$ cat src/rtl/avr_io_uart_bridge_if.sv
// AVR peripheral I/O bus as seen by a bus initiator (master) and the peripheral side (slave).
interface avr_io_uart_bridge_if #(
    parameter int ADDR_W = 6
);
    logic              io_re;
    logic              io_we;
    logic [ADDR_W-1:0] io_a;
    logic [7:0]        io_di;
    logic [7:0]        io_do;

    modport master (output io_re, io_we, io_a, io_di, input io_do);
    modport slave  (input io_re, io_we, io_a, io_di, output io_do);
endinterface

$ cat src/rtl/avr_io_uart_bridge.sv
// Serial (8N1) debug master for the AVR I/O bus: command/data bytes on rxd, read data back on txd.
// Optional macro AVR_BRIDGE_TIMEOUT_EN adds an inter-byte timeout while waiting for write data.
module avr_io_uart_bridge #(
    parameter int ADDR_W       = 6,
    parameter int TIMEOUT_BITS = 32
) (
    input  logic                 clk,
    input  logic                 rst,
    input  logic [7:0]           prescaler,
    input  logic                 rxd,
    output logic                 txd,
    avr_io_uart_bridge_if.master io,
    output logic                 busy,
    output logic                 frame_err,
    output logic                 overrun
);
    if (ADDR_W < 1 || ADDR_W > 6 || TIMEOUT_BITS < 1) begin : g_param_check
        $error("avr_io_uart_bridge: parameter out of range");
    end

    typedef enum logic [2:0] {RX_IDLE, RX_START, RX_DATA, RX_STOP, RX_WAIT_HIGH} rx_state_t;
    typedef enum logic [2:0] {S_CMD, S_WDATA, S_WR, S_RD, S_TX} state_t;

    rx_state_t         rx_state;
    state_t            state;
    logic              rx_s1, rx_s2;
    logic [7:0]        rx_sub, tx_sub;
    logic [2:0]        rx_tcnt, rx_bit, tx_tcnt;
    logic [3:0]        tx_bit;
    logic [7:0]        rx_shift;
    logic [8:0]        tx_shift;
    logic              rx_valid;
    logic              io_re_q, io_we_q;
    logic [ADDR_W-1:0] io_a_q;
    logic [7:0]        io_di_q;
`ifdef AVR_BRIDGE_TIMEOUT_EN
    logic [7:0]        to_sub;
    logic [2:0]        to_tcnt;
    logic [31:0]       to_bits;
`endif

    wire rx_tick = (rx_sub == 8'd0);
    wire tx_tick = (tx_sub == 8'd0);

    assign io.io_re = io_re_q;
    assign io.io_we = io_we_q;
    assign io.io_a  = io_a_q;
    assign io.io_di = io_di_q;
    assign busy     = (state != S_CMD);

    always_ff @(posedge clk or posedge rst) begin
        if (rst) begin
            rx_s1 <= 1'b1;
            rx_s2 <= 1'b1;
        end else begin
            rx_s1 <= rxd;
            rx_s2 <= rx_s1;
        end
    end

    // Sub-tick phase restarts on start detection so mid-bit sampling is aligned to the falling edge.
    always_ff @(posedge clk or posedge rst) begin
        if (rst) begin
            rx_state  <= RX_IDLE;
            rx_sub    <= '0;
            rx_tcnt   <= '0;
            rx_bit    <= '0;
            rx_shift  <= '0;
            rx_valid  <= 1'b0;
            frame_err <= 1'b0;
        end else begin
            rx_valid  <= 1'b0;
            frame_err <= 1'b0;
            rx_sub    <= rx_tick ? prescaler : rx_sub - 8'd1;
            case (rx_state)
                RX_IDLE: if (!rx_s2) begin
                    rx_state <= RX_START;
                    rx_sub   <= prescaler;
                    rx_tcnt  <= '0;
                end
                RX_START: if (rx_tick) begin
                    rx_tcnt <= rx_tcnt + 3'd1;
                    if (rx_tcnt == 3'd3) begin
                        rx_tcnt  <= '0;
                        rx_bit   <= '0;
                        rx_state <= rx_s2 ? RX_IDLE : RX_DATA;
                    end
                end
                RX_DATA: if (rx_tick) begin
                    rx_tcnt <= rx_tcnt + 3'd1;
                    if (rx_tcnt == 3'd7) begin
                        rx_shift <= {rx_s2, rx_shift[7:1]};
                        rx_bit   <= rx_bit + 3'd1;
                        if (rx_bit == 3'd7) rx_state <= RX_STOP;
                    end
                end
                RX_STOP: if (rx_tick) begin
                    rx_tcnt <= rx_tcnt + 3'd1;
                    if (rx_tcnt == 3'd7) begin
                        if (rx_s2) begin
                            rx_valid <= 1'b1;
                            rx_state <= RX_IDLE;
                        end else begin
                            frame_err <= 1'b1;
                            rx_state  <= RX_WAIT_HIGH;
                        end
                    end
                end
                RX_WAIT_HIGH: if (rx_s2) rx_state <= RX_IDLE;
                default: rx_state <= RX_IDLE;
            endcase
        end
    end

    always_ff @(posedge clk or posedge rst) begin
        if (rst) begin
            state    <= S_CMD;
            io_re_q  <= 1'b0;
            io_we_q  <= 1'b0;
            io_a_q   <= '0;
            io_di_q  <= '0;
            txd      <= 1'b1;
            overrun  <= 1'b0;
            tx_sub   <= '0;
            tx_tcnt  <= '0;
            tx_bit   <= '0;
            tx_shift <= '1;
`ifdef AVR_BRIDGE_TIMEOUT_EN
            to_sub   <= '0;
            to_tcnt  <= '0;
            to_bits  <= '0;
`endif
        end else begin
            io_re_q <= 1'b0;
            io_we_q <= 1'b0;
            overrun <= rx_valid && (state == S_WR || state == S_RD || state == S_TX);
            case (state)
                S_CMD: if (rx_valid && !rx_shift[6]) begin
                    io_a_q <= rx_shift[ADDR_W-1:0];
                    if (rx_shift[7]) begin
                        state <= S_WDATA;
`ifdef AVR_BRIDGE_TIMEOUT_EN
                        to_sub  <= prescaler;
                        to_tcnt <= '0;
                        to_bits <= '0;
`endif
                    end else begin
                        state   <= S_RD;
                        io_re_q <= 1'b1;
                    end
                end
                S_WDATA: if (rx_valid) begin
                    io_di_q <= rx_shift;
                    io_we_q <= 1'b1;
                    state   <= S_WR;
                end
`ifdef AVR_BRIDGE_TIMEOUT_EN
                // Timeout only advances while no start bit is being received.
                else if (rx_state == RX_IDLE) begin
                    if (to_sub == 8'd0) begin
                        to_sub  <= prescaler;
                        to_tcnt <= to_tcnt + 3'd1;
                        if (to_tcnt == 3'd7) begin
                            if (to_bits == 32'(TIMEOUT_BITS - 1)) state <= S_CMD;
                            else to_bits <= to_bits + 32'd1;
                        end
                    end else begin
                        to_sub <= to_sub - 8'd1;
                    end
                end
`endif
                S_WR: state <= S_CMD;
                S_RD: begin
                    tx_shift <= {1'b1, io.io_do};
                    txd      <= 1'b0;
                    tx_sub   <= prescaler;
                    tx_tcnt  <= '0;
                    tx_bit   <= '0;
                    state    <= S_TX;
                end
                S_TX: if (tx_tick) begin
                    tx_sub  <= prescaler;
                    tx_tcnt <= tx_tcnt + 3'd1;
                    if (tx_tcnt == 3'd7) begin
                        if (tx_bit == 4'd9) begin
                            txd   <= 1'b1;
                            state <= S_CMD;
                        end else begin
                            txd      <= tx_shift[0];
                            tx_shift <= {1'b1, tx_shift[8:1]};
                            tx_bit   <= tx_bit + 4'd1;
                        end
                    end
                end else begin
                    tx_sub <= tx_sub - 8'd1;
                end
                default: state <= S_CMD;
            endcase
        end
    end
endmodule

$ cat src/flat_wrapper.sv
// flat-port wrapper written by rule: the top's interface ports become plain ports
module avr_io_uart_bridge_flat 
#(
    parameter int ADDR_W       = 6,
    parameter int TIMEOUT_BITS = 32
)
  (clk, rst, prescaler, rxd, txd, busy, frame_err, overrun, io_io_re, io_io_we, io_io_a, io_io_di, io_io_do);
  avr_io_uart_bridge_if #(.ADDR_W(ADDR_W)) io_i ();
  input  logic clk;
  input  logic rst;
  input  logic [7:0] prescaler;
  input  logic rxd;
  output logic txd;
  output logic busy;
  output logic frame_err;
  output logic overrun;
  output wire logic [$bits(io_i.io_re)-1:0] io_io_re;
  output wire logic [$bits(io_i.io_we)-1:0] io_io_we;
  output wire logic [$bits(io_i.io_a)-1:0] io_io_a;
  output wire logic [$bits(io_i.io_di)-1:0] io_io_di;
  input wire logic [$bits(io_i.io_do)-1:0] io_io_do;
  assign io_io_re = io_i.io_re;
  assign io_io_we = io_i.io_we;
  assign io_io_a = io_i.io_a;
  assign io_io_di = io_i.io_di;
  assign io_i.io_do = io_io_do;
  avr_io_uart_bridge #(.ADDR_W(ADDR_W), .TIMEOUT_BITS(TIMEOUT_BITS)) u_core (.clk(clk), .rst(rst), .prescaler(prescaler), .rxd(rxd), .txd(txd), .io(io_i), .busy(busy), .frame_err(frame_err), .overrun(overrun));
endmodule
$ cat config.mk
export PLATFORM = sky130hd
export DESIGN_NAME = avr_io_uart_bridge_flat
export DESIGN_NICKNAME = d
export VERILOG_FILES = /design/src/rtl/avr_io_uart_bridge_if.sv /design/src/rtl/avr_io_uart_bridge.sv /design/src/flat_wrapper.sv
export SDC_FILE = /design/constraint.sdc
export NUM_CORES = 1
export LEC_CHECK = 0
export ABC_AREA = 1
export ABC_CLOCK_PERIOD_IN_PS = 2300
export CAP_MARGIN = 20
export CORE_MARGIN = 2
export CORE_UTILIZATION = 40
export CTS_CLUSTER_DIAMETER = 80
export CTS_CLUSTER_SIZE = 30
export DETAILED_ROUTE_END_ITERATION = 10
export GPL_TIMING_DRIVEN = 0
export SYNTH_ARGS = -nofsm -noshare
export SYNTH_HDL_FRONTEND = slang
export SYNTH_SLANG_ARGS = --single-unit
$ cat constraint.sdc
create_clock -name clk -period 2.3 [get_ports clk]
set_input_delay 0.46 -clock clk [delete_from_list [all_inputs] [get_ports clk]]
set_output_delay 0.46 -clock clk [all_outputs]
set_load 0.05 [all_outputs]
==> run_results.csv, run 1 <==
group,metric,value,unit
min_path,hold_start,"u_core.rx_s1",
setup_path,r2r-end,"u_core.rx_sub[2]",
clock_network,cts_made_buffers,9,
global_route,grt_antenna_before_repair,0,
synth,ys_types,35,
setup_path,arrival,1.68,ns
clock_network,clkTransAtPathRegs,0.08,ns
timing,setup_tns,0,ns
routing,drtPass1Iterations,4,
routing,post_drt_wl_per_cell,12.3,um
synth,synth_cells,417,
routing,drtIter0Drc,104,
power_and_ir_drop,peakVddDrop,451,uV
setup_path,crit_type,"reg2out",
floorplan,num_rows,34,
min_path,hold_class,"reg2reg",
synth,synth-edff-count,0,
floorplan,ios,39,
synth,ys_seq_area_share,50.1,%
synth,ys.flop_type,"dfrtp_1",
setup_path,rrSetupSlack,0.68,ns
synth,synth.top_cell.area_share,42.2,%
clock_network,htree_levels,3,
place,place_area,0.00422,mm^2
synth,avgSynthCellArea,8.81,um^2
setup_path,cp_max_fo,2,
synth,async_reset_ff_share,100,%
setup_path,reg2regPathDepth,9,
floorplan,core,0.00881,mm^2
clock_network,clk_latency,0.35,ns
layout,design_area,0.00441,mm^2
synth,syn-cell-area,0.00367,mm^2
synth,yosysTopAreaCell,"dfrtp_1",
layout,area_delta_synth_final,20.2,%
setup_path,regToRegStartpoint,"u_core.rx_sub[0]",
floorplan,die_w,99.8,um
timing,grt_setup_unrepaired,"no",
setup_path,cp_data_required_time,1.84,ns
clock_network,cts_buffer_depth,2,
place,place_congestion,0.840,
synth,ys_ff_latch,73,
synth,syn_nets,450,
global_route,overflow,0,
job,max-cap-violations,0,
setup_path,crit_family,"buffers and inverters",
synth,ys_warn_count,0,
setup_path,critPathBufInv,1,
layout,nets,500,
setup_path,cp-end-kind,"output pin",
global_route,grt_pass1_wl,12700,um
setup_path,cp-start-kind,"flop",
power_and_ir_drop,p_leak,2.09,nW
place,port_buffers,38,
routing,vias_per_cell,4.87,
clock_network,tritoncts,"yes",
timing,worst_pin_slew,0.500,ns
timing,report.final.setup_viol,0,
clock_network,cts_setup_buffers,0,
global_route,grt_use_total,16.0,%
setup_path,crit_cells,1,
timing,finClkSkew,0.00959,ns
synth,synthTopCellsByCount,"nand2_1, dfrtp_1, inv_1",
clock_network,cts_hold_buf,0,
global_route,grt_start_max_net_pins,55,
setup_path,crit_path_cell_trace,"clkdlybuf4s50_1",
timing,finalHoldViolations,0,
min_path,whs_path_depth,0,
timing,hold_ws,0.358,ns
timing,max_freq,468,MHz
clock_network,clkSinkCount,73,
timing,period_needed,2.14,ns
timing,slew_headroom,66.6,%
routing,vias,2823,
synth,synth_top_cells_by_area,"dfrtp_1, nand2_1, dfstp_2, ha_1, o21ai_0",
place,hpwl,5140,um
floorplan,dieHeight,99.8,um
layout,diodes,0,
setup_path,critPathSlowestCell,"clkdlybuf4s50_1",
global_route,grt_pass1_vias,2779,
outcome,outcome,"finished clean",
routing,routed_wl,7140,um
routing,antenna_left,0,
min_path,min_to,"u_core.rx_s2",
layout,drive_above_1_share,14.6,%
setup_path,cpPeakStageDelay,0.79,ns
timing,drv_slew,0,
layout,fill_cells,867,
synth,synth.most_common_cell,"nand2_1",
power_and_ir_drop,p_per_area,631,mW/mm^2
timing,finalCritPeriodShare,92.9,%
floorplan,die-area,0.00997,mm^2
routing,drcViolationCount,0,
power_and_ir_drop,p_total,2.79,mW
clock_network,cts_root_buffer,"clkbuf_8",
floorplan,start_util,41.7,%
==> cells by family after synthesis <==
kind of cell    Yosys count  share of synthesized area (%)
compound gates           67                           10.6
xor+xnor                 10                           2.38
fa+ha+maj                14                           4.77
buf+inv                  51                           6.16
flops                    73                           50.1
mux                       6                           1.63
simple gates            196                           24.4
==> area by class of cell <==
class,count,area (um^2),share of cell area [%]
flip-flops and latches,73,1840,41.7
multi-input cells,293,1610,36.4
repair buffers,39,407,9.21
inverters,43,166,3.77
well taps,108,135,3.06
clock buffers,10,128,2.89
clock inverters,6,68.8,1.56
plain buffers,8,62.6,1.42
==> flip-flops by register name (all words and copies together), names as in the netlist, 3 cells and up <==
register and count:
u_core.io.io_di 8, u_core.rx_shift 8, u_core.rx_sub 8, u_core.tx_shift 8
u_core.tx_sub 8, u_core.io.io_a 6, u_core.tx_bit 4, u_core.rx_bit 3
u_core.rx_state 3, u_core.rx_tcnt 3, u_core.state 3, u_core.tx_tcnt 3
==> timing repair <==
action	CTS	global route
endpoints found under the hold margin	0	0
endpoints found under the setup margin	1	0
gates resized for setup	1	0
==> worst max-delay path by stage <==
stage / from / to / slack [ns]
2_1_floorplan: rst / u_core.frame_err / 0.005
3_3_place_gp: rst / u_core.tx_bit[3] / -1.33
3_5_place_dp: u_core.state[2] / busy / 0.32
4_1_cts: u_core.txd / txd / 0.14
5_1_grt: u_core.txd / txd / 0.1
6_report: u_core.txd / txd / 0.16
==> through the flow <==
| step | utilization (%) | setup slack (ns) | cells |
|---|---|---|---|
| after floorplan | - | 0.00493 | 417 |
| after global placement | 47.6 | -1.33 | 563 |
| after detailed placement | 47.9 | 0.323 | 564 |
| after CTS | 50.1 | 0.142 | 580 |
| after global routing | 50.1 | 0.0975 | 580 |
| final | 50.1 | 0.163 | 580 |
==> cell usage in the layout, fill, tap and decap left out, drive strengths merged <==
cell type        n
nand2          112
dfrtp           62
o21ai           54
inv             43
nor2            42
clkdlybuf4s50   37
nand3           30
ha              14
dfstp           11
clkbuf          11
buf              8
a21oi            7
mux2i            6
xor2             6
nand4            6
xnor2            4
or2              4
clkinv           4
o211ai           2
nor3             2
o31ai            1
a31oi            1
o22ai            1
a21boi           1
bufinv           1
clkinvlp         1
dlygate4sd2      1
==> power by group <==
part	leakage [nW]	switching, mW	internal [mW]
registers	0.916	0.0683	1.37
clock network	0.0964	0.499	0.505
logic	1.08	0.182	0.159
total	2.09	0.749	2.04
==> routing by layer <==
layer / track usage [%] / share of wire (%) / vias up
met5: 0 / 0 / -
met1: 21.0 / 48 / 1315
met2: 25.8 / 47 / 47
li1: - / - / 1455
met3: 4.94 / 4.3 / 6
met4: 4.32 / 0.97 / 0
Power figures use the tool's default switching activity.
==> run 2, diff against run 1 <==
- CTS_CLUSTER_SIZE: 30 -> unset
- SETUP_SLACK_MARGIN: unset -> 0.3
==> run 2 against run 1 <==
Via count decreased by 0.18%. Fmax increased by 9.2%. Clock power increased by 23%. Critical path depth unchanged. Global-route usage decreased by 0.10 points. Combinational power increased by 2%. First-iteration DRC count decreased by 5.8%. Cell count unchanged. Register-to-register slack improved by 0.02 ns. Hold slack improved by 0.0014 ns. Worst setup slack improved by 0.18 ns. Count of clock-buffer cells in the layout unchanged. Critical endpoint is now io_io_re. Largest cell class unchanged.
==> run_results.csv, run 2 (synthesis gave the netlist of run 1 again) <==
group,metric,value,unit
timing,layout_setup_ws,0.343,ns
timing,finClkSkew,0.00852,ns
global_route,grt_pass1_vias,2754,
setup_path,arrival,1.50,ns
layout,drive_above_1_share,15.0,%
timing,worst_pin_slew,0.777,ns
power_and_ir_drop,power.share.clock,40.7,%
clock_network,cts_setup_buffers,0,
routing,drtIter0Drc,98,
floorplan,start_util,41.7,%
timing,period_needed,1.96,ns
power_and_ir_drop,pwr-share-seq,47.8,%
timing,setup_tns,0,ns
layout,fill_cells,852,
global_route,grt_antenna_before_repair,0,
place,dp_slack,0.328,ns
setup_path,regToRegStartpoint,"u_core.rx_sub[0]",
floorplan,dieHeight,99.8,um
routing,vias_per_cell,4.86,
floorplan,core,0.00881,mm^2
power_and_ir_drop,peakVddDrop,402,uV
timing,grt_setup_unrepaired,"no",
timing,max_freq,511,MHz
place,port_buffers,38,
setup_path,crit_path_cell_trace,"clkdlybuf4s50_1",
place,dp_cells,564,
clock_network,tritoncts,"yes",
layout,regArea,0.00184,mm^2
routing,routed_wl,7460,um
setup_path,cp-end-kind,"output pin",
routing,antenna_left,0,
setup_path,cp_max_fo,1,
power_and_ir_drop,switching_share,25.1,%
min_path,whs_path_depth,0,
routing,post_drt_wl_per_cell,12.9,um
clock_network,clkTransAtPathRegs,0.08,ns
timing,finalCritPeriodShare,85.1,%
clock_network,htree_levels,3,
min_path,hold_start,"u_core.rx_s1",
clock_network,clkSinkCount,73,
setup_path,crit_type,"reg2out",
min_path,min_to,"u_core.rx_s2",
layout,multi_input_area,0.00161,mm^2
timing,report.final.setup_viol,0,
power_and_ir_drop,p_per_area,674,mW/mm^2
routing,vias,2818,
power_and_ir_drop,power_frac_comb,11.6,%
clock_network,cts_buffer_depth,2,
floorplan,ios,39,
setup_path,r2r-end,"u_core.rx_sub[2]",
layout,diodes,0,
setup_path,reg2regPathDepth,9,
layout,nets,500,
floorplan,num_rows,34,
place,place_congestion,0.852,
setup_path,cp-start-kind,"flop",
power_and_ir_drop,internal-power,2.26,mW
global_route,grt_pass1_wl,12500,um
clock_network,cts_made_buffers,9,
timing,drv_slew,0,
timing,finalHoldViolations,0,
setup_path,critPathSlowestCell,"clkdlybuf4s50_1",
min_path,hold_class,"reg2reg",
routing,drcViolationCount,0,
job,max-cap-violations,0,
layout,area_delta_synth_final,21.8,%
timing,slew_headroom,48.1,%
clock_network,cts_root_buffer,"clkbuf_8",
setup_path,critPathBufInv,1,
setup_path,rrSetupSlack,0.70,ns
setup_path,crit_family,"buffers and inverters",
global_route,overflow,0,
setup_path,cpPeakStageDelay,0.80,ns
setup_path,cp_data_required_time,1.84,ns
power_and_ir_drop,switching_power,759,uW
power_and_ir_drop,p_leak,2.33,nW
global_route,grt_use_total,15.9,%
layout,final_cell_mix,"nand2_1, dfrtp_1, inv_1",
place,hpwl,5160,um
routing,drtPass1Iterations,4,
floorplan,die-area,0.00997,mm^2
outcome,outcome,"finished clean",
clock_network,clk_latency,0.35,ns
layout,final_common_cell,"nand2_1",
global_route,grt_start_max_net_pins,43,
floorplan,die_w,99.8,um
layout,fin_cells,580,
[run 2: layout make-up]
class / instances / share of cell area (%)
plain buffers: 8 / 1.40
clock buffers: 10 / 2.85
clock inverters: 6 / 2.57
inverters: 43 / 3.75
multi-input cells: 293 / 36.0
flip-flops and latches: 73 / 41.1
well taps: 108 / 3.02
repair buffers: 39 / 9.34
[run 2: power by group through the flow]
stage | clock network, mW | registers (mW) | logic, mW
floorplan | 0 | 1.45 | 0.258
global placement | 0 | 1.46 | 0.337
detailed placement | 0 | 1.46 | 0.352
CTS | 1.28 | 1.44 | 0.356
global route | 1.32 | 1.45 | 0.404
finish | 1.23 | 1.44 | 0.349
[run 2: what timing repair did]
item,CTS,global route
cloned,0,0
hold buffers,0,0
gates resized for setup,5,14
endpoints found under the setup margin,5,12
[run 2: how the worst max path moves through the flow]
| stage | startpoint | endpoint | slack [ns] | depth (start not counted) |
|---|---|---|---|---|
| 3_3_place_gp | rst | u_core.io.io_we | 0.10 | 2 |
| 3_5_place_dp | u_core.state[2] | busy | 0.33 | 3 |
| 6_report | u_core.io.io_re | io_io_re | 0.34 | 1 |
| 2_1_floorplan | u_core.state[2] | u_core.state[1] | 0.75 | 6 |
| 4_1_cts | u_core.state[2] | busy | 0.21 | 3 |
| 5_1_grt | u_core.io.io_re | io_io_re | 0.30 | 1 |
[run 2: metrics by stage]
| stage | instance area (um^2) | hold slack (ns) | utilization (%) | power (mW) |
|---|---|---|---|---|
| 2_1_floorplan | 3680 | 0.345 | - | 1.71 |
| 5_1_grt | 4480 | 0.363 | 50.8 | 3.18 |
| 6_report | 4480 | 0.360 | 50.8 | 3.02 |
| 4_1_cts | 4450 | 0.362 | 50.5 | 3.08 |
| 3_5_place_dp | 4210 | 0.351 | 47.8 | 1.82 |
| 3_3_place_gp | 4190 | 0.347 | 47.6 | 1.80 |
[run 2: per-layer routing]
| metal | GRT usage (%) | part of all wire (%) | up-vias |
|---|---|---|---|
| met5 | 0 | 0 | - |
| met4 | 4.43 | 1.2 | 0 |
| met3 | 4.18 | 4.5 | 12 |
| met2 | 26.1 | 47 | 47 |
| met1 | 20.8 | 47 | 1311 |
| li1 | - | - | 1448 |
==> run 3, diff against run 2 <==
- CORE_UTILIZATION: 40 -> 28
- RECOVER_POWER: unset -> 50
==> run 3 against run 2 <==
The run now ends with max-capacitance violations left. Hold slack worse by 0.0037 ns. Sequential power hardly changed. First-iteration DRC count is 94% higher. Combinational power is 2% lower. Clock skew is 0.0050 ns lower. Core utilization is 15 points lower. Fmax is 0.29% higher. Critical path depth stayed put. Flip-flop and latch count stayed put. Via count is 0.67% higher. Critical path type unchanged.
==> run_results.csv, run 3 (synthesis gave the netlist of run 1 again) <==
group,metric,value,unit
outcome,outcome,"complete, but fails checks",
timing,grt_setup_unrepaired,"no",
global_route,grt_pass1_vias,2783,
setup_path,critPathBufInv,1,
floorplan,die_w,119,um
timing,report.final.setup_viol,0,
global_route,grt_pass1_wl,13100,um
timing,drv_slew,0,
place,dp_slack,0.297,ns
setup_path,reg2regPathDepth,10,
global_route,grt_antenna_before_repair,0,
layout,fill_cells,1324,
setup_path,cp_max_fo,2,
layout,diodes,0,
timing,layout_setup_ws,0.349,ns
setup_path,crit_type,"reg2out",
outcome,violations,"max-capacitance violations",
timing,slew_headroom,0.548,%
timing,finalHoldViolations,0,
layout,area_delta_synth_final,24.0,%
clock_network,cts_root_buffer,"clkbuf_16",
layout,nets,500,
timing,setup_tns,0,ns
power_and_ir_drop,p_total,3.17,mW
global_route,grt_use_total,11.3,%
floorplan,dieHeight,119,um
clock_network,clkTransAtPathRegs,0.06,ns
routing,post_drt_wl_per_cell,11.5,um
job,max-cap-violations,1,
clock_network,cts_buffer_depth,2,
min_path,whs_path_depth,0,
min_path,hold_class,"reg2reg",
routing,antenna_left,0,
routing,drtIter0Drc,190,
routing,drtPass1Iterations,4,
power_and_ir_drop,p_leak,2.16,nW
routing,vias_per_cell,4.41,
global_route,overflow,0,
clock_network,htree_levels,3,
setup_path,cp_data_required_time,1.84,ns
setup_path,arrival,1.49,ns
setup_path,cpPeakStageDelay,0.81,ns
setup_path,regToRegStartpoint,"u_core.tx_sub[0]",
place,hpwl,5370,um
floorplan,core,0.0127,mm^2
timing,worst_pin_slew,1.48,ns
setup_path,critPathSlowestCell,"clkdlybuf4s50_1",
setup_path,rrSetupSlack,0.37,ns
floorplan,num_rows,41,
power_and_ir_drop,peakVddDrop,437,uV
setup_path,r2r-end,"u_core.tx_bit[3]",
routing,routed_wl,7430,um
setup_path,crit_path_cell_trace,"clkdlybuf4s50_1",
place,place_congestion,0.831,
min_path,min_to,"u_core.rx_s2",
power_and_ir_drop,p_per_area,697,mW/mm^2
setup_path,cp-start-kind,"flop",
clock_network,cts_setup_buffers,0,
place,port_buffers,38,
routing,drcViolationCount,0,
layout,final_common_cell,"nand2_1",
timing,finalCritPeriodShare,84.8,%
layout,final_cell_mix,"nand2_1, dfrtp_1, inv_1",
setup_path,cp-end-kind,"output pin",
floorplan,start_util,28.9,%
clock_network,tritoncts,"yes",
routing,vias,2837,
min_path,hold_start,"u_core.rx_s1",
timing,period_needed,1.95,ns
timing,max_freq,513,MHz
clock_network,clk_latency,0.33,ns
layout,drive_above_1_share,14.0,%
clock_network,clkSinkCount,73,
clock_network,cts_made_buffers,9,
floorplan,ios,39,
floorplan,die-area,0.0141,mm^2
setup_path,crit_family,"buffers and inverters",
global_route,grt_start_max_net_pins,43,
timing,finClkSkew,0.00355,ns
## run 3: routing by layer
metal | vias up | routed length, um | GRT usage, %
met2 | 53 | 3420 | 17.7
met5 | - | 0 | 0
li1 | 1452 | - | -
met4 | 0 | 55 | 3.35
met3 | 6 | 327 | 3.72
met1 | 1326 | 3630 | 14.9
## run 3: what timing repair did
action | 4_1_cts | 5_1_grt
resized for setup | 2 | 5
setup endpoints to repair | 2 | 4
gates cloned | 0 | 0
hold endpoints to repair | 0 | 0
hold buffers | 0 | 0
## run 3: per-stage QoR
step	util (%)	hold slack (ns)	area, um^2	cells
2_1_floorplan	-	0.345	3680	417
3_3_place_gp	33.6	0.347	4270	627
3_5_place_dp	33.7	0.351	4290	628
4_1_cts	36.0	0.359	4580	644
5_1_grt	35.8	0.360	4560	644
6_report	35.8	0.356	4560	644
## run 3: power breakdown
group	total, mW	switching (mW)	internal (mW)
logic	0.342	0.184	0.158
registers	1.45	0.0714	1.38
clock network	1.39	0.547	0.839
total	3.17	0.802	2.37
## run 3: how the worst max path moves through the flow
stage / start / endpoint / slack [ns] / cells after the start
final: u_core.io.io_di[3] / io_io_di[3] / 0.35 / 1
after global routing: u_core.tx_sub[0] / u_core.tx_sub[2] / 0.18 / 9
after CTS: u_core.state[2] / busy / 0.21 / 3
after detailed placement: u_core.state[2] / busy / 0.30 / 3
after global placement: rst / u_core.io.io_we / 0.13 / 2
after floorplan: u_core.state[2] / u_core.state[1] / 0.75 / 6
## run 3: cell type report
| class | count | area [um^2] | share of cell area (%) |
|---|---|---|---|
| inverter | 43 | 165 | 3.63 |
| clock buffer | 9 | 225 | 4.94 |
| clock inverter | 7 | 68.8 | 1.51 |
| buffer | 8 | 62.6 | 1.37 |
| multi-input combinational | 293 | 1580 | 34.6 |
| tap | 172 | 215 | 4.72 |
| sequential | 73 | 1840 | 40.4 |
| timing repair buffer | 39 | 402 | 8.82 |
